==> src/rtl/spi_slave_regs.sv <==
// SPI mode-3 slave in front of a 16 x 8-bit register file.
// Reg 15 is a read-only counter of frames that carried at least one complete data byte.
module spi_slave_regs #(
  parameter int unsigned SYNC_STAGES = 2
) (
  input  logic         sys_clk,
  input  logic         sys_rst,
  input  logic         spi_clk_i,
  input  logic         spi_mosi_i,
  input  logic         spi_cs_i,
  output logic         spi_miso_o,
  output logic [127:0] regs_o,
  output logic         wr_strobe_o,
  output logic [3:0]   wr_addr_o
);

  localparam int unsigned NUM_REGS = 16;
  localparam int unsigned DATA_W   = 8;
  localparam int unsigned ADDR_W   = 4;
  localparam int unsigned CNT_W    = 3;
  localparam int unsigned FLUSH_W  = 3;
  localparam logic [FLUSH_W-1:0] FLUSH_CYCLES = FLUSH_W'(SYNC_STAGES + 1);
  localparam logic [ADDR_W-1:0]  CNT_REG      = ADDR_W'(NUM_REGS - 1);

  typedef enum logic [1:0] {
    IDLE,
    CMD,
    WDATA,
    RDATA
  } state_e;

  // Synchronizers and previous-value flops for edge detection
  logic [SYNC_STAGES-1:0] sclk_sync_q;
  logic [SYNC_STAGES-1:0] mosi_sync_q;
  logic [SYNC_STAGES-1:0] cs_sync_q;
  logic                   sclk_prev_q;
  logic                   cs_prev_q;

  always_ff @(posedge sys_clk) begin
    if (sys_rst) begin
      sclk_sync_q <= '1;
      mosi_sync_q <= '0;
      cs_sync_q   <= '1;
      sclk_prev_q <= 1'b1;
      cs_prev_q   <= 1'b1;
    end else begin
      sclk_sync_q <= {sclk_sync_q[SYNC_STAGES-2:0], spi_clk_i};
      mosi_sync_q <= {mosi_sync_q[SYNC_STAGES-2:0], spi_mosi_i};
      cs_sync_q   <= {cs_sync_q[SYNC_STAGES-2:0], spi_cs_i};
      sclk_prev_q <= sclk_sync_q[SYNC_STAGES-1];
      cs_prev_q   <= cs_sync_q[SYNC_STAGES-1];
    end
  end

  logic sclk_s;
  logic mosi_s;
  logic cs_s;
  logic sclk_rise;
  logic sclk_fall;
  logic cs_rise;
  logic cs_fall;

  assign sclk_s    = sclk_sync_q[SYNC_STAGES-1];
  assign mosi_s    = mosi_sync_q[SYNC_STAGES-1];
  assign cs_s      = cs_sync_q[SYNC_STAGES-1];
  assign sclk_rise = sclk_s & ~sclk_prev_q & ~cs_s;
  assign sclk_fall = ~sclk_s & sclk_prev_q & ~cs_s;
  assign cs_rise   = cs_s & ~cs_prev_q;
  assign cs_fall   = ~cs_s & cs_prev_q;

  state_e              state_q,    state_d;
  logic [CNT_W-1:0]    bit_cnt_q,  bit_cnt_d;
  logic [DATA_W-2:0]   rx_shift_q, rx_shift_d;
  logic [DATA_W-1:0]   tx_shift_q, tx_shift_d;
  logic [ADDR_W-1:0]   addr_q,     addr_d;
  logic [DATA_W-1:0]   regs_q [NUM_REGS];
  logic [DATA_W-1:0]   regs_d [NUM_REGS];
  logic                miso_q,     miso_d;
  logic                strobe_q,   strobe_d;
  logic [ADDR_W-1:0]   wr_addr_q,  wr_addr_d;
  logic                got_byte_q, got_byte_d;
  logic                armed_q,    armed_d;
  logic [FLUSH_W-1:0]  flush_q,    flush_d;

  logic [DATA_W-1:0]   rx_byte;
  logic [ADDR_W-1:0]   addr_next;
  logic                byte_done;

  assign rx_byte   = {rx_shift_q, mosi_s};
  assign addr_next = addr_q + 4'd1;
  assign byte_done = (bit_cnt_q == 3'd7);

  always_ff @(posedge sys_clk) begin
    if (sys_rst) begin
      state_q    <= IDLE;
      bit_cnt_q  <= '0;
      rx_shift_q <= '0;
      tx_shift_q <= '0;
      addr_q     <= '0;
      for (int unsigned i = 0; i < NUM_REGS; i++) begin
        regs_q[i] <= '0;
      end
      miso_q     <= 1'b0;
      strobe_q   <= 1'b0;
      wr_addr_q  <= '0;
      got_byte_q <= 1'b0;
      armed_q    <= 1'b0;
      flush_q    <= FLUSH_CYCLES;
    end else begin
      state_q    <= state_d;
      bit_cnt_q  <= bit_cnt_d;
      rx_shift_q <= rx_shift_d;
      tx_shift_q <= tx_shift_d;
      addr_q     <= addr_d;
      regs_q     <= regs_d;
      miso_q     <= miso_d;
      strobe_q   <= strobe_d;
      wr_addr_q  <= wr_addr_d;
      got_byte_q <= got_byte_d;
      armed_q    <= armed_d;
      flush_q    <= flush_d;
    end
  end

  always_comb begin
    state_d    = state_q;
    bit_cnt_d  = bit_cnt_q;
    rx_shift_d = rx_shift_q;
    tx_shift_d = tx_shift_q;
    addr_d     = addr_q;
    regs_d     = regs_q;
    miso_d     = miso_q;
    strobe_d   = 1'b0;
    wr_addr_d  = wr_addr_q;
    got_byte_d = got_byte_q;
    armed_d    = armed_q;
    flush_d    = flush_q;

    // After reset, accept a frame only once the flushed synchronizer shows CS high
    if (flush_q != '0) begin
      flush_d = flush_q - 3'd1;
    end else if (cs_s && cs_prev_q) begin
      armed_d = 1'b1;
    end

    if (state_q != IDLE && cs_rise) begin
      state_d    = IDLE;
      bit_cnt_d  = '0;
      miso_d     = 1'b0;
      got_byte_d = 1'b0;
      if (got_byte_q) begin
        regs_d[CNT_REG] = regs_q[CNT_REG] + 8'd1;
      end
    end else begin
      case (state_q)
        IDLE: begin
          miso_d = 1'b0;
          if (armed_q && cs_fall) begin
            state_d    = CMD;
            bit_cnt_d  = '0;
            got_byte_d = 1'b0;
          end
        end
        CMD: begin
          miso_d = 1'b0;
          if (sclk_rise) begin
            rx_shift_d = rx_byte[DATA_W-2:0];
            bit_cnt_d  = bit_cnt_q + 3'd1;
            if (byte_done) begin
              addr_d = rx_byte[ADDR_W-1:0];
              if (rx_byte[DATA_W-1]) begin
                state_d    = RDATA;
                tx_shift_d = regs_q[rx_byte[ADDR_W-1:0]];
              end else begin
                state_d = WDATA;
              end
            end
          end
        end
        WDATA: begin
          if (sclk_rise) begin
            rx_shift_d = rx_byte[DATA_W-2:0];
            bit_cnt_d  = bit_cnt_q + 3'd1;
            if (byte_done) begin
              got_byte_d = 1'b1;
              addr_d     = addr_next;
              if (addr_q != CNT_REG) begin
                regs_d[addr_q] = rx_byte;
                strobe_d       = 1'b1;
                wr_addr_d      = addr_q;
              end
            end
          end
        end
        RDATA: begin
          if (sclk_fall) begin
            miso_d     = tx_shift_q[DATA_W-1];
            tx_shift_d = {tx_shift_q[DATA_W-2:0], 1'b0};
          end else if (sclk_rise) begin
            bit_cnt_d = bit_cnt_q + 3'd1;
            if (byte_done) begin
              got_byte_d = 1'b1;
              addr_d     = addr_next;
              tx_shift_d = regs_q[addr_next];
            end
          end
        end
        default: begin
          state_d = IDLE;
        end
      endcase
    end
  end

  always_comb begin
    regs_o = '0;
    for (int unsigned i = 0; i < NUM_REGS; i++) begin
      regs_o[i*DATA_W +: DATA_W] = regs_q[i];
    end
  end

  assign spi_miso_o  = miso_q;
  assign wr_strobe_o = strobe_q;
  assign wr_addr_o   = wr_addr_q;

endmodule

==> config.mk <==
export PLATFORM = sky130hd
export DESIGN_NAME = spi_slave_regs
export DESIGN_NICKNAME = d
export VERILOG_FILES = /design/src/rtl/spi_slave_regs.sv
export SDC_FILE = /design/constraint.sdc
export NUM_CORES = 1
export LEC_CHECK = 0
export CAP_MARGIN = 20
export CORE_UTILIZATION = 45
export CTS_BUF_LIST = sky130_fd_sc_hd__clkbuf_16
export CTS_CLUSTER_DIAMETER = 120
export DETAILED_ROUTE_END_ITERATION = 10
export GPL_ROUTABILITY_DRIVEN = 1
export MAX_ROUTING_LAYER = met4
export PLACE_DENSITY = 0.78
export SYNTH_ARGS = -nofsm -noshare
export SYNTH_HDL_FRONTEND = slang
export SYNTH_SLANG_ARGS = --single-unit
==> constraint.sdc <==
create_clock -name sys_clk -period 3.4 [get_ports sys_clk]
set_input_delay 0.68 -clock sys_clk [delete_from_list [all_inputs] [get_ports sys_clk]]
set_output_delay 0.68 -clock sys_clk [all_outputs]
set_load 0.1 [all_outputs]
==> flow_summary.html, run 1 <==
<table>
<tr><th>Metric</th><th>Value</th></tr>
<tr><th colspan="2">Setup path</th></tr>
<tr><td>Cell Chain, Critical Path</td><td>ha_1 &gt; xnor2_2 &gt; buf_4 &gt; mux4_2 &gt; mux2_2 &gt; a21oi_1 &gt; a311oi_1</td></tr>
<tr><td>Critical path arrival</td><td>3.11 ns</td></tr>
<tr><td>Maximum fanout along the worst path</td><td>9</td></tr>
<tr><td>Startpoint types</td><td>register</td></tr>
<tr><td>Maximum single-stage delay on the critical path</td><td>0.60 ns</td></tr>
<tr><td>Slowest stage cell, crit path</td><td>xnor2_2</td></tr>
<tr><td>Category of the critical setup timing path</td><td>register to register</td></tr>
<tr><td>Crit path capture type</td><td>register</td></tr>
<tr><td>Worst EP required</td><td>3.71 ns</td></tr>
<tr><td>Worst setup slack for register-to-register paths</td><td>0.60 ns</td></tr>
<tr><th colspan="2">Route</th></tr>
<tr><td>Met3 Routed Length</td><td>1741 um</td></tr>
<tr><td>Number of design rule violations left after detail routing</td><td>0</td></tr>
<tr><td>Ratio of routed vias to standard cells</td><td>a little under 6</td></tr>
<tr><td>Iteration-0 DRC Markers</td><td>706</td></tr>
<tr><td>Routed length on met2</td><td>11850 um</td></tr>
<tr><td>Number of nets still failing antenna checks after routing</td><td>0</td></tr>
<tr><td>Detailed-routing iteration count for the pre-antenna-repair pass</td><td>7</td></tr>
<tr><td>Highest routed metal layer</td><td>met4</td></tr>
<tr><td>Via Count</td><td>7400</td></tr>
<tr><td>Routed wire per std cell</td><td>20.04 um</td></tr>
<tr><td>Met1 WL</td><td>11130 um</td></tr>
<tr><td>Final wirelength</td><td>25270 um</td></tr>
<tr><th colspan="2">Worst hold path</th></tr>
<tr><td>Type of the worst min-delay path</td><td>register to register</td></tr>
<tr><th colspan="2">Floorplan</th></tr>
<tr><td>DIE AREA</td><td>20250 um2</td></tr>
<tr><td>Vertical die dimension</td><td>142.3 um</td></tr>
<tr><td>Number of standard-cell rows in the floorplan</td><td>50</td></tr>
<tr><td>Std-Cell Core Area</td><td>19020 um2</td></tr>
<tr><td>Die width</td><td>142.3 um</td></tr>
<tr><td>Top-Level Pins</td><td>139</td></tr>
<tr><td>Effective utilization at floorplan</td><td>46.57%</td></tr>
<tr><th colspan="2">Place</th></tr>
<tr><td>HPWL reported at the end of detailed placement</td><td>18020 um</td></tr>
<tr><td>Instance count after placement with tap cells included</td><td>1229</td></tr>
<tr><td>Post-detailed-placement cell area</td><td>~10000 um2</td></tr>
<tr><td>Last weighted congestion value of the routability-driven placer</td><td>0.9036</td></tr>
<tr><td>Dpl ws</td><td>0.6521 ns</td></tr>
<tr><td>Port bufs</td><td>138</td></tr>
<tr><th colspan="2">Clocking</th></tr>
<tr><td>Number of sinks on the clock net</td><td>between 150 and 200</td></tr>
<tr><td>CTS hold repair buffers</td><td>0</td></tr>
<tr><td>Depth of the CTS H-tree</td><td>4</td></tr>
<tr><td>Number of post-CTS setup repair buffers</td><td>0</td></tr>
<tr><td>Clock edge transition at the registers on the reported setup and hold paths</td><td>approximately 0.070 ns</td></tr>
<tr><td>CTS root buffer</td><td>clkbuf_16</td></tr>
<tr><td>Clock latency at the later pin of the worst-skew pair</td><td>0.44 ns</td></tr>
<tr><td>Maximum buffer depth of the clock tree</td><td>2</td></tr>
<tr><td>Post-CTS resize count</td><td>0</td></tr>
<tr><td>Clock tree from TritonCTS</td><td>yes</td></tr>
<tr><td>Number of CTS-inserted buffers</td><td>17</td></tr>
<tr><th colspan="2">Power and ir drop</th></tr>
<tr><td>Final Total Pwr</td><td>~4.2 mW</td></tr>
<tr><td>Pwr dens</td><td>394.2 nW/um2</td></tr>
<tr><td>Internal power</td><td>between 3 and 4 mW</td></tr>
<tr><td>Switching component of the power</td><td>1.049 mW</td></tr>
<tr><td>Worst IR drop on VDD</td><td>0.0003715 V</td></tr>
<tr><td>Gate power share</td><td>5.7%</td></tr>
<tr><td>Share of total power consumed by net switching</td><td>around 25%</td></tr>
<tr><td>Clock network power share</td><td>45.7%</td></tr>
<tr><td>Sequential share of power</td><td>48.6%</td></tr>
<tr><td>Leakage</td><td>4.701 nW</td></tr>
<tr><th colspan="2">STA</th></tr>
<tr><td>Fmax achieved</td><td>between 300 and 400 MHz</td></tr>
<tr><td>Final setup viols</td><td>0</td></tr>
<tr><td>Setup repair after global routing missed its margin</td><td>false</td></tr>
<tr><td>Transition time at the pin with the least slew margin</td><td>0.9066 ns</td></tr>
<tr><td>Hold slack final</td><td>0.4104 ns</td></tr>
<tr><td>Sum Neg Setup Slack</td><td>0 ns</td></tr>
<tr><td>Final min period</td><td>2.800 ns</td></tr>
<tr><td>Final Max Tran Viols</td><td>0</td></tr>
<tr><td>Final Hold Vio Count</td><td>0</td></tr>
<tr><td>Final Worst Setup Slack</td><td>0.6002 ns</td></tr>
<tr><td>Worst max-slew margin expressed relative to the limit</td><td>about two fifths</td></tr>
<tr><td>Final worst-path cycle share</td><td>between 80% and 90%</td></tr>
<tr><td>Worst clock skew on the final layout</td><td>0.009847 ns</td></tr>
<tr><th colspan="2">Global route</th></tr>
<tr><td>GRT overflow</td><td>0</td></tr>
<tr><td>Largest net degree at the start of global routing</td><td>95</td></tr>
<tr><td>Global-route wire length before repair</td><td>~39000 um</td></tr>
<tr><td>Overall fraction of global-route tracks in use</td><td>between 20% and 30%</td></tr>
<tr><td>Antenna violations before repair</td><td>0</td></tr>
<tr><td>Via count of the first global-routing pass</td><td>6753</td></tr>
<tr><th colspan="2">Logic synthesis</th></tr>
<tr><td>Syn Inst Count</td><td>893</td></tr>
<tr><td>Post-synthesis instance area</td><td>8856 um2</td></tr>
<tr><td>Post-synth EDFFs</td><td>0</td></tr>
<tr><td>Share of synthesized flip-flops with an asynchronous set or reset</td><td>0%</td></tr>
<tr><td>Post-synthesis net count</td><td>914</td></tr>
<tr><td>Portion of the post-synthesis area used by sequential elements</td><td>38.65%</td></tr>
<tr><td>Warnings, synthesis</td><td>0</td></tr>
<tr><td>Primary flip-flop cell chosen by synthesis mapping</td><td>dfxtp_1</td></tr>
<tr><td>Flip-flop and latch count after synthesis</td><td>171</td></tr>
<tr><td>Distinct cell type count of the synthesized netlist</td><td>45</td></tr>
<tr><td>Post-Syn Area per Cell</td><td>approximately 10 um2</td></tr>
<tr><th colspan="2">Finish</th></tr>
<tr><td>Final core area utilization</td><td>between 50 and 60%</td></tr>
<tr><td>Syn-to-layout area delta</td><td>20.15%</td></tr>
<tr><td>Final standard cell count with taps included and fillers excluded</td><td>1261</td></tr>
<tr><td>Fraction of final layout cells with drive strength greater than 1</td><td>between 20% and 30%</td></tr>
<tr><td>Summed area of non-filler cells in the final layout</td><td>10640 um2</td></tr>
<tr><td>Number of fill cells in the layout</td><td>1679</td></tr>
<tr><td>Nets</td><td>1009</td></tr>
<tr><td>Antenna Diode Count</td><td>0</td></tr>
<tr><th colspan="2">Run</th></tr>
<tr><td>Max-cap violations</td><td>0</td></tr>
<tr><th colspan="2">Outcome</th></tr>
<tr><td>Result of the run</td><td>complete, no violations</td></tr>
</table>
-- cell usage in the layout, fill, tap and decap left out, types with 2 or more instances in the layout --
master and count:
clkbuf_16 17, nor2_1 165, o21ai_0 13, and3_1 6, nand3_1 15, clkinvlp_4 2, inv_1 8, and4_1 2
nor3b_2 2, or4_1 3, ha_1 16, nor4_1 6, a221oi_1 6, nand3b_1 4, o22ai_1 13, a32o_1 2
inv_6 9, clkdlybuf4s50_1 3, mux4_2 47, nor3b_1 2, a211oi_1 16, and2_1 6, a31oi_1 6, buf_12 2
xnor2_1 2, mux2i_1 137, or2_2 10, dfxtp_1 169, mux2_2 35, nor3_1 21, nand2b_1 11, nor2b_1 17
a21oi_1 27, nand2_1 29, buf_4 147, a311oi_1 7
-- power by group through the flow --
stage / registers, mW / logic, mW / clock network (mW)
2_1_floorplan: 2.08 / 0.190 / 0
3_3_place_gp: 2.09 / 0.232 / 0
3_5_place_dp: 2.09 / 0.235 / 0
4_1_cts: 2.04 / 0.236 / 1.94
5_1_grt: 2.04 / 0.259 / 2.04
6_report: 2.04 / 0.238 / 1.92
-- layout make-up --
type	instances	area, um2	share of cell area [%]
multi-input cells	637	5105	47.98
flip-flops and latches	171	3428	32.22
repair buffers	152	1174	11.03
clock buffers	17	425.4	3.998
well taps	260	325.3	3.057
clock inverters	15	148.9	1.399
inverters	9	33.78	0.3175
-- critical path: cells and delay by family (launching register included) --
| kind | cells | cell delay [ns] |
|---|---|---|
| AO/OA/AOI/OAI | 2 | 0.27 |
| XOR/XNOR | 1 | 0.60 |
| adder cells (fa/ha/maj) | 1 | 0.30 |
| buffers and inverters | 1 | 0.33 |
| flip-flops | 1 | 0.38 |
| multiplexers | 2 | 0.78 |
-- cell families after synthesis --
group	count (synthesis)	share of synthesized area (%)
simple gates	303	15.98
mux	219	31.89
flops	171	38.65
compound gates	95	7.036
buf+inv	85	3.786
fa+ha+maj	16	2.261
xor+xnor	4	0.3957
-- routing by layer --
metal / vias up / GRT usage [%]
li1: 3401 / -
met1: 3611 / 35.51
met2: 340 / 39.29
met3: 48 / 4.711
met4: 0 / 9.847
met5: - / -
-- final timing paths --
| path | start | end | depth (start not counted) |
|---|---|---|---|
| worst max-delay path | addr_q[1] | tx_shift_q[4] | 7 |
| worst min-delay path | cs_sync_q[0] | cs_sync_q[1] | 1 |
| worst max register to register | addr_q[1] | tx_shift_q[4] | 7 |
| worst min register to register | cs_sync_q[0] | cs_sync_q[1] | 1 |
-- Yosys cell counts (all sizes together), types with 13 or more instances --
cell,n,area [um2]
a211oi,16,120.1
a21oi,27,135.1
buf,16,76.33
clkbuf,60,225.2
dfxtp,171,3423
ha,16,200.2
mux2,35,394.1
mux2i,137,1371
mux4,47,1059
nand2,29,108.9
nand3,15,75.07
nor2,165,619.3
nor2b,17,106.4
nor3,21,105.1
o21ai,13,65.06
o22ai,13,81.33
-- flip-flops by register name, summed over array words and instances, names as in the netlist --
signal and cells:
addr_q 4, armed_q 1, bit_cnt_q 3, cs_prev_q 1, cs_sync_q 2, flush_q 3
got_byte_q 1, mosi_sync_q 2, regs_o 128, rx_shift_q 7, sclk_prev_q 1, sclk_sync_q 2
spi_miso_o 1, state_q 2, tx_shift_q 8, wr_addr_o 4, wr_strobe_o 1
Power figures use the tool's default switching activity.
==> run 2, diff against run 1 <==
Settings changed: PLACE_DENSITY 0.78 to 0.8.
Clock period 3.4 ns to 2.36 ns, I/O delays scaled along.
==> run 2 against run 1 <==
  * Clock skew is 0.0012 ns lower
  * Combinational power is 76% higher
  * Non-clock buffer count is 54 higher
  * Cell count is 4.3% higher
  * Maximum frequency is 20% higher
  * Critical endpoint is now regs_o[125]
  * Power is 50% higher
  * Critical path type unchanged
  * Routed wire length is 7.1% higher
  * Largest power group unchanged
  * Register-to-register slack worse by 0.58 ns
  * First-iteration DRC count is 29% higher
  * Sequential power is 44% higher
==> flow_summary.html, run 2 (same netlist as run 1, synthesis figures left out) <==
<table>
<tr><th>Metric</th><th>Value</th></tr>
<tr><th colspan="2">Outcome</th></tr>
<tr><td>Result of the run</td><td>complete, no violations</td></tr>
<tr><th colspan="2">Worst hold path</th></tr>
<tr><td>Worst hold stages</td><td>1</td></tr>
<tr><td>Min-Delay Startpoint</td><td>cs_sync_q[0]</td></tr>
<tr><td>Type of the worst min-delay path</td><td>register to register</td></tr>
<tr><td>Worst Hold Endpoint</td><td>cs_sync_q[1]</td></tr>
<tr><th colspan="2">STA</th></tr>
<tr><td>Fmax achieved</td><td>roughly 430 MHz</td></tr>
<tr><td>Final Hold Vio Count</td><td>0</td></tr>
<tr><td>Final setup viols</td><td>0</td></tr>
<tr><td>Sum Neg Setup Slack</td><td>0 ns</td></tr>
<tr><td>Hold slack final</td><td>0.4201 ns</td></tr>
<tr><td>Final worst-path cycle share</td><td>99.15%</td></tr>
<tr><td>Final Max Tran Viols</td><td>0</td></tr>
<tr><td>Final min period</td><td>2.340 ns</td></tr>
<tr><td>Transition time at the pin with the least slew margin</td><td>0.8444 ns</td></tr>
<tr><td>Worst max-slew margin expressed relative to the limit</td><td>43.63%</td></tr>
<tr><td>Worst clock skew on the final layout</td><td>0.008624 ns</td></tr>
<tr><th colspan="2">Finish</th></tr>
<tr><td>Final standard cell count with taps included and fillers excluded</td><td>1315</td></tr>
<tr><td>Syn-to-layout area delta</td><td>26.93%</td></tr>
<tr><td>Most frequent cells in the layout</td><td>192 x buf_4, 167 x dfxtp_1, 165 x nor2_1</td></tr>
<tr><td>Fraction of final layout cells with drive strength greater than 1</td><td>32.61%</td></tr>
<tr><td>Most frequent standard cell in the layout excluding fill and tap cells</td><td>buf_4</td></tr>
<tr><td>Number of fill cells in the layout</td><td>1594</td></tr>
<tr><td>Number of flip-flops under the largest register name</td><td>around 130</td></tr>
<tr><td>Antenna Diode Count</td><td>0</td></tr>
<tr><td>Final core area utilization</td><td>59.11%</td></tr>
<tr><td>Nets</td><td>1063</td></tr>
<tr><th colspan="2">Power and ir drop</th></tr>
<tr><td>Pwr dens</td><td>559.8 nW/um2</td></tr>
<tr><td>Worst IR drop on VDD</td><td>0.0005157 V</td></tr>
<tr><td>Leakage</td><td>5.019 nW</td></tr>
<tr><th colspan="2">Global route</th></tr>
<tr><td>Antenna violations before repair</td><td>0</td></tr>
<tr><td>Global-route wire length before repair</td><td>41990 um</td></tr>
<tr><td>GRT overflow</td><td>0</td></tr>
<tr><td>Largest net degree at the start of global routing</td><td>58</td></tr>
<tr><td>Via count of the first global-routing pass</td><td>~7.3k</td></tr>
<tr><td>Overall fraction of global-route tracks in use</td><td>27.93%</td></tr>
<tr><th colspan="2">Setup path</th></tr>
<tr><td>Worst reg2reg startpoint</td><td>state_q[0]</td></tr>
<tr><td>Maximum fanout along the worst path</td><td>7</td></tr>
<tr><td>Worst EP required</td><td>approximately 2.7 ns</td></tr>
<tr><td>Worst R2R Path Depth</td><td>7</td></tr>
<tr><td>Category of the critical setup timing path</td><td>register to register</td></tr>
<tr><td>Reg-to-Reg End</td><td>regs_o[125]</td></tr>
<tr><td>Worst setup slack for register-to-register paths</td><td>about 0.02 ns</td></tr>
<tr><td>Critical path arrival</td><td>2.71 ns</td></tr>
<tr><td>Startpoint types</td><td>register</td></tr>
<tr><td>Crit path capture type</td><td>register</td></tr>
<tr><th colspan="2">Place</th></tr>
<tr><td>HPWL reported at the end of detailed placement</td><td>19040 um</td></tr>
<tr><td>Port bufs</td><td>138</td></tr>
<tr><td>Last weighted congestion value of the routability-driven placer</td><td>0.9378</td></tr>
<tr><td>Instance count after placement with tap cells included</td><td>about 1.3k</td></tr>
<tr><th colspan="2">Route</th></tr>
<tr><td>Number of design rule violations left after detail routing</td><td>0</td></tr>
<tr><td>Iteration-0 DRC Markers</td><td>912</td></tr>
<tr><td>Via Count</td><td>7867</td></tr>
<tr><td>Highest routed metal layer</td><td>met4</td></tr>
<tr><td>Met3 Routed Length</td><td>2436 um</td></tr>
<tr><td>Ratio of routed vias to standard cells</td><td>5.983</td></tr>
<tr><td>Routed length on met2</td><td>12630 um</td></tr>
<tr><td>Met1 WL</td><td>11080 um</td></tr>
<tr><td>Detailed-routing iteration count for the pre-antenna-repair pass</td><td>5</td></tr>
<tr><td>Final wirelength</td><td>27070 um</td></tr>
<tr><td>Routed wire per std cell</td><td>20.58 um</td></tr>
<tr><td>Number of nets still failing antenna checks after routing</td><td>0</td></tr>
<tr><th colspan="2">Floorplan</th></tr>
<tr><td>Die width</td><td>around 140 um</td></tr>
<tr><td>Std-Cell Core Area</td><td>19020 um2</td></tr>
<tr><td>Vertical die dimension</td><td>142.3 um</td></tr>
<tr><td>Top-Level Pins</td><td>139</td></tr>
<tr><td>DIE AREA</td><td>20250 um2</td></tr>
<tr><td>Number of standard-cell rows in the floorplan</td><td>50</td></tr>
<tr><td>Effective utilization at floorplan</td><td>46.57%</td></tr>
<tr><th colspan="2">Clocking</th></tr>
<tr><td>Maximum buffer depth of the clock tree</td><td>2</td></tr>
<tr><td>Clock edge transition at the registers on the reported setup and hold paths</td><td>0.07 ns</td></tr>
<tr><td>Clock tree from TritonCTS</td><td>yes</td></tr>
<tr><td>Number of sinks on the clock net</td><td>between 150 and 200</td></tr>
<tr><td>Number of CTS-inserted buffers</td><td>17</td></tr>
<tr><td>CTS root buffer</td><td>clkbuf_16</td></tr>
<tr><td>Clock latency at the later pin of the worst-skew pair</td><td>0.44 ns</td></tr>
<tr><td>Depth of the CTS H-tree</td><td>4</td></tr>
<tr><th colspan="2">Run</th></tr>
<tr><td>Max-cap violations</td><td>0</td></tr>
</table>
-- run 2: routing by layer --
metal	GRT usage, %	vias to the layer above
li1	-	3516
met1	36.21	3815
met2	42.75	457
met3	5.754	79
met4	10.81	0
met5	-	-
-- run 2: worst max-delay path by stage --
stage                    start            end  slack [ns]  cells after the start
floorplan            addr_q[0]  tx_shift_q[4]       0.009                     10
global placement     addr_q[0]  tx_shift_q[1]        0.15                      7
detailed placement  state_q[0]    regs_o[126]        0.09                      7
CTS                 state_q[0]    regs_o[126]        0.03                      7
global route        state_q[0]    regs_o[127]       -0.06                      7
finish              state_q[0]    regs_o[125]        0.02                      7
-- run 2: metrics by stage --
stage          area [um2]  power, mW  worst slack (ns)
2_1_floorplan        8905      3.280          0.008644
6_report            11240      6.293           0.02004
3_5_place_dp        10540      3.391           0.09042
4_1_cts             11150      6.279           0.02877
3_3_place_gp        10540      3.380            0.1481
5_1_grt             11240      6.488          -0.05983
-- run 2: worst max-delay path, cell delays in order, from the launching register on --
cell and delay [ns]:
dfxtp_4 0.38, clkinvlp_4 0.14, ha_4 0.20, nor3b_4 0.30
mux2i_2 0.14, a2111o_1 0.49, or4_1 0.49, a21oi_1 0.14
-- run 2: where the power goes --
| group | internal (mW) | total [mW] | switching (mW) |
|---|---|---|---|
| Sequential | 2.91 | 2.94 | 0.0294 |
| Clock | 1.69 | 2.94 | 1.25 |
| Combinational | 0.180 | 0.419 | 0.239 |
| Total | 4.77 | 6.29 | 1.52 |
-- run 2: layout make-up --
| cell class | instances | area (um2) | area share, % |
|---|---|---|---|
| clock buffers | 17 | 425.4 | 3.784 |
| clock inverters | 15 | 186.4 | 1.659 |
| inverters | 9 | 42.54 | 0.3784 |
| multi-input cells | 637 | 5142 | 45.75 |
| flip-flops and latches | 171 | 3436 | 30.57 |
| well taps | 260 | 325.3 | 2.894 |
| repair buffers | 206 | 1683 | 14.97 |
-- run 2: timing repair --
| item | CTS | global route |
|---|---|---|
| endpoints found under the setup margin | 0 | 6 |
| gates resized for setup | 0 | 10 |
| hold buffers | 0 | 0 |
| buffers inserted | 0 | 7 |
==> run 3, diff against run 2 <==
Settings changed: CORE_UTILIZATION 45 to 49, PLACE_DENSITY 0.8 to 0.86.
==> run 3 against run 2 <==
  * Worst hold slack got worse by 0.0054 ns
  * Combinational power shrank 3%
  * Routed wire length rose by 1.7%
  * Sequential power barely moved
  * Register-to-register slack improved by 0.03 ns
  * Sequential share of layout area is 0.089 points higher
  * Utilization increased by 5.1 points
  * Clock skew is essentially flat
  * Power rose by 1.3%
  * Maximum frequency grew 1.5%
  * Global-route usage up 3.1 points
  * Non-clock buffer count fell by 4
  * Largest power group is now the clock network
==> flow_summary.html, run 3 (same netlist as run 1, synthesis figures left out) <==
<table>
<tr><th>Metric</th><th>Value</th></tr>
<tr><th colspan="2">Clocking</th></tr>
<tr><td>CTS hold repair buffers</td><td>0</td></tr>
<tr><td>Number of sinks on the clock net</td><td>about 170</td></tr>
<tr><td>Depth of the CTS H-tree</td><td>4</td></tr>
<tr><td>Maximum buffer depth of the clock tree</td><td>2</td></tr>
<tr><td>Clock tree from TritonCTS</td><td>yes</td></tr>
<tr><td>Clock edge transition at the registers on the reported setup and hold paths</td><td>0.07 ns</td></tr>
<tr><td>Number of CTS-inserted buffers</td><td>17</td></tr>
<tr><td>Clock latency at the later pin of the worst-skew pair</td><td>0.44 ns</td></tr>
<tr><td>CTS root buffer</td><td>clkbuf_16</td></tr>
<tr><th colspan="2">Finish</th></tr>
<tr><td>Most frequent cells in the layout</td><td>187 x buf_4, 165 x nor2_1, 165 x dfxtp_1</td></tr>
<tr><td>Most frequent standard cell in the layout excluding fill and tap cells</td><td>buf_4</td></tr>
<tr><td>Final standard cell count with taps included and fillers excluded</td><td>about 1.3k</td></tr>
<tr><td>Syn-to-layout area delta</td><td>26.74%</td></tr>
<tr><td>Register area</td><td>3441 um2</td></tr>
<tr><td>Antenna Diode Count</td><td>0</td></tr>
<tr><td>Number of fill cells in the layout</td><td>1296</td></tr>
<tr><td>Number of flip-flops under the largest register name</td><td>128</td></tr>
<tr><td>Nets</td><td>1059</td></tr>
<tr><td>Combined area of the multi-input logic cells</td><td>5159 um2</td></tr>
<tr><td>Fraction of final layout cells with drive strength greater than 1</td><td>32.92%</td></tr>
<tr><th colspan="2">Global route</th></tr>
<tr><td>Antenna violations before repair</td><td>0</td></tr>
<tr><td>GRT overflow</td><td>0</td></tr>
<tr><td>Via count of the first global-routing pass</td><td>about 7.5k</td></tr>
<tr><td>Global-route wire length before repair</td><td>42300 um</td></tr>
<tr><td>Overall fraction of global-route tracks in use</td><td>31.04%</td></tr>
<tr><td>Largest net degree at the start of global routing</td><td>76</td></tr>
<tr><th colspan="2">Route</th></tr>
<tr><td>Ratio of routed vias to standard cells</td><td>6.252</td></tr>
<tr><td>Routed wire per std cell</td><td>21.58 um</td></tr>
<tr><td>Detailed-routing iteration count for the pre-antenna-repair pass</td><td>7</td></tr>
<tr><td>Number of nets still failing antenna checks after routing</td><td>0</td></tr>
<tr><td>Iteration-0 DRC Markers</td><td>1094</td></tr>
<tr><td>Via Count</td><td>7977</td></tr>
<tr><td>Number of design rule violations left after detail routing</td><td>0</td></tr>
<tr><td>Final wirelength</td><td>between 20000 and 30000 um</td></tr>
<tr><th colspan="2">STA</th></tr>
<tr><td>Final Max Tran Viols</td><td>0</td></tr>
<tr><td>Worst clock skew on the final layout</td><td>0.008788 ns</td></tr>
<tr><td>Final worst-path cycle share</td><td>97.73%</td></tr>
<tr><td>Worst max-slew margin expressed relative to the limit</td><td>50.09%</td></tr>
<tr><td>Final min period</td><td>2.306 ns</td></tr>
<tr><td>Final Hold Vio Count</td><td>0</td></tr>
<tr><td>Fmax achieved</td><td>433.6 MHz</td></tr>
<tr><td>Final setup viols</td><td>0</td></tr>
<tr><td>Transition time at the pin with the least slew margin</td><td>0.7476 ns</td></tr>
<tr><td>Setup repair after global routing missed its margin</td><td>true</td></tr>
<tr><th colspan="2">Setup path</th></tr>
<tr><td>Worst path top cell family by delay</td><td>simple AND/OR/NAND/NOR gates</td></tr>
<tr><td>Worst EP required</td><td>2.73 ns</td></tr>
<tr><td>Critical path arrival</td><td>2.68 ns</td></tr>
<tr><td>Maximum single-stage delay on the critical path</td><td>0.52 ns</td></tr>
<tr><td>Worst setup slack for register-to-register paths</td><td>0.05 ns</td></tr>
<tr><td>Capturing instance or port of the critical path</td><td>regs_o[126]</td></tr>
<tr><td>Worst reg2reg startpoint</td><td>state_q[1]</td></tr>
<tr><td>Startpoint types</td><td>register</td></tr>
<tr><td>Slowest stage cell, crit path</td><td>a2111o_1</td></tr>
<tr><td>Cell Chain, Critical Path</td><td>inv_1 &gt; ha_4 &gt; nor3b_4 &gt; mux2i_2 &gt; a2111o_1 &gt; or4_4 &gt; a21oi_1</td></tr>
<tr><td>Worst R2R Path Depth</td><td>7</td></tr>
<tr><td>Crit path capture type</td><td>register</td></tr>
<tr><td>Number of stages on the worst setup path</td><td>7</td></tr>
<tr><td>CP Launch Point</td><td>state_q[1]</td></tr>
<tr><td>Reg-to-Reg End</td><td>regs_o[126]</td></tr>
<tr><td>Buffer and inverter count on the worst path</td><td>1</td></tr>
<tr><td>Category of the critical setup timing path</td><td>register to register</td></tr>
<tr><td>Maximum fanout along the worst path</td><td>7</td></tr>
<tr><th colspan="2">Place</th></tr>
<tr><td>Instance count after placement with tap cells included</td><td>~1.2k</td></tr>
<tr><td>HPWL reported at the end of detailed placement</td><td>19050 um</td></tr>
<tr><td>Last weighted congestion value of the routability-driven placer</td><td>0.9428</td></tr>
<tr><td>Port bufs</td><td>138</td></tr>
<tr><th colspan="2">Floorplan</th></tr>
<tr><td>Die width</td><td>136.4 um</td></tr>
<tr><td>Top-Level Pins</td><td>139</td></tr>
<tr><td>DIE AREA</td><td>18610 um2</td></tr>
<tr><td>Number of standard-cell rows in the floorplan</td><td>between 40 and 50</td></tr>
<tr><td>Std-Cell Core Area</td><td>roughly 17000 um2</td></tr>
<tr><td>Effective utilization at floorplan</td><td>50.67%</td></tr>
<tr><td>Vertical die dimension</td><td>~140 um</td></tr>
<tr><th colspan="2">Power and ir drop</th></tr>
<tr><td>Leakage</td><td>~5.0 nW</td></tr>
<tr><td>Final Total Pwr</td><td>6.377 mW</td></tr>
<tr><td>Switching component of the power</td><td>between 1 and 1.5 mW</td></tr>
<tr><td>Worst IR drop on VDD</td><td>between 0.0005 and 0.0006 V</td></tr>
<tr><td>Pwr dens</td><td>568.1 nW/um2</td></tr>
<tr><td>Gate power share</td><td>roughly 6.4%</td></tr>
<tr><td>Sequential share of power</td><td>46.0%</td></tr>
<tr><td>Share of total power consumed by net switching</td><td>23.50%</td></tr>
<tr><td>Internal power</td><td>roughly 5 mW</td></tr>
<tr><td>Clock network power share</td><td>approximately 48%</td></tr>
<tr><th colspan="2">Outcome</th></tr>
<tr><td>Result of the run</td><td>complete, no violations</td></tr>
<tr><th colspan="2">Worst hold path</th></tr>
<tr><td>Type of the worst min-delay path</td><td>register to register</td></tr>
<tr><th colspan="2">Run</th></tr>
<tr><td>Max-cap violations</td><td>0</td></tr>
</table>
## run 3: cell types whose count changed in the layout (fill, tap and decap cells not counted), moves of 2 or more
cell and delta:
dfxtp_1 -2, a221oi_2 +2, buf_4 -5, clkinv_4 -2, a221oi_1 -2
## run 3: worst reg2reg max path, stage by stage, from the launching register on
cell and delay [ns]:
dfxtp_4 0.37, inv_1 0.09, ha_4 0.18, nor3b_4 0.28, mux2i_2 0.13, a2111o_1 0.52
or4_4 0.52, a21oi_1 0.15
## run 3: repair_timing
item                       4_1_cts  5_1_grt
setup endpoints to repair        0       56
hold endpoints to repair         0        0
buffers inserted                 0        5
gates resized for setup          0       17
## run 3: worst min-delay path by stage
| stage | from | endpoint | slack [ns] | cells after the start |
|---|---|---|---|---|
| floorplan | cs_sync_q[0] | cs_sync_q[1] | 0.39 | 1 |
| global placement | cs_sync_q[0] | cs_sync_q[1] | 0.40 | 1 |
| detailed placement | cs_sync_q[0] | cs_sync_q[1] | 0.40 | 1 |
| CTS | cs_sync_q[0] | cs_sync_q[1] | 0.42 | 1 |
| global route | cs_sync_q[0] | cs_sync_q[1] | 0.43 | 1 |
| finish | cs_sync_q[0] | cs_sync_q[1] | 0.41 | 1 |
## run 3: power groups by stage
stage	Sequential, mW	Combinational (mW)	Clock [mW]
2_1_floorplan	2.99	0.286	0
3_3_place_gp	3.00	0.374	0
3_5_place_dp	3.00	0.383	0
4_1_cts	2.94	0.384	3.05
5_1_grt	2.94	0.435	3.20
6_report	2.94	0.407	3.03
## run 3: layer usage
metal / vias to the layer above / global-route usage (%) / share of wire (%)
li1: 3510 / - / -
met1: 3862 / 40.36 / 40
met2: 498 / 46.31 / 47
met3: 107 / 6.152 / 9.8
met4: 0 / 14.51 / 3.7
met5: - / - / 0
## run 3: layout make-up
class	count	area share, %
multi-input combinational	637	45.96
sequential	171	30.65
timing repair buffer	202	14.88
clock buffer	17	3.790
tap	225	2.508
clock inverter	15	1.862
inverter	9	0.3456
## run 3: metrics by stage
stage               setup TNS (ns)  setup WS [ns]  area, um2  hold slack, ns  util (%)
floorplan                        0       0.008644       8905          0.3895         -
global placement                 0         0.1077      10460          0.3973     59.84
detailed placement               0        0.02135      10460          0.3964     59.84
CTS                              0       0.008485      11090          0.4155     63.47
global route              -0.04047       -0.02700      11220          0.4309     64.23
finish                           0        0.05363      11220          0.4147     64.23
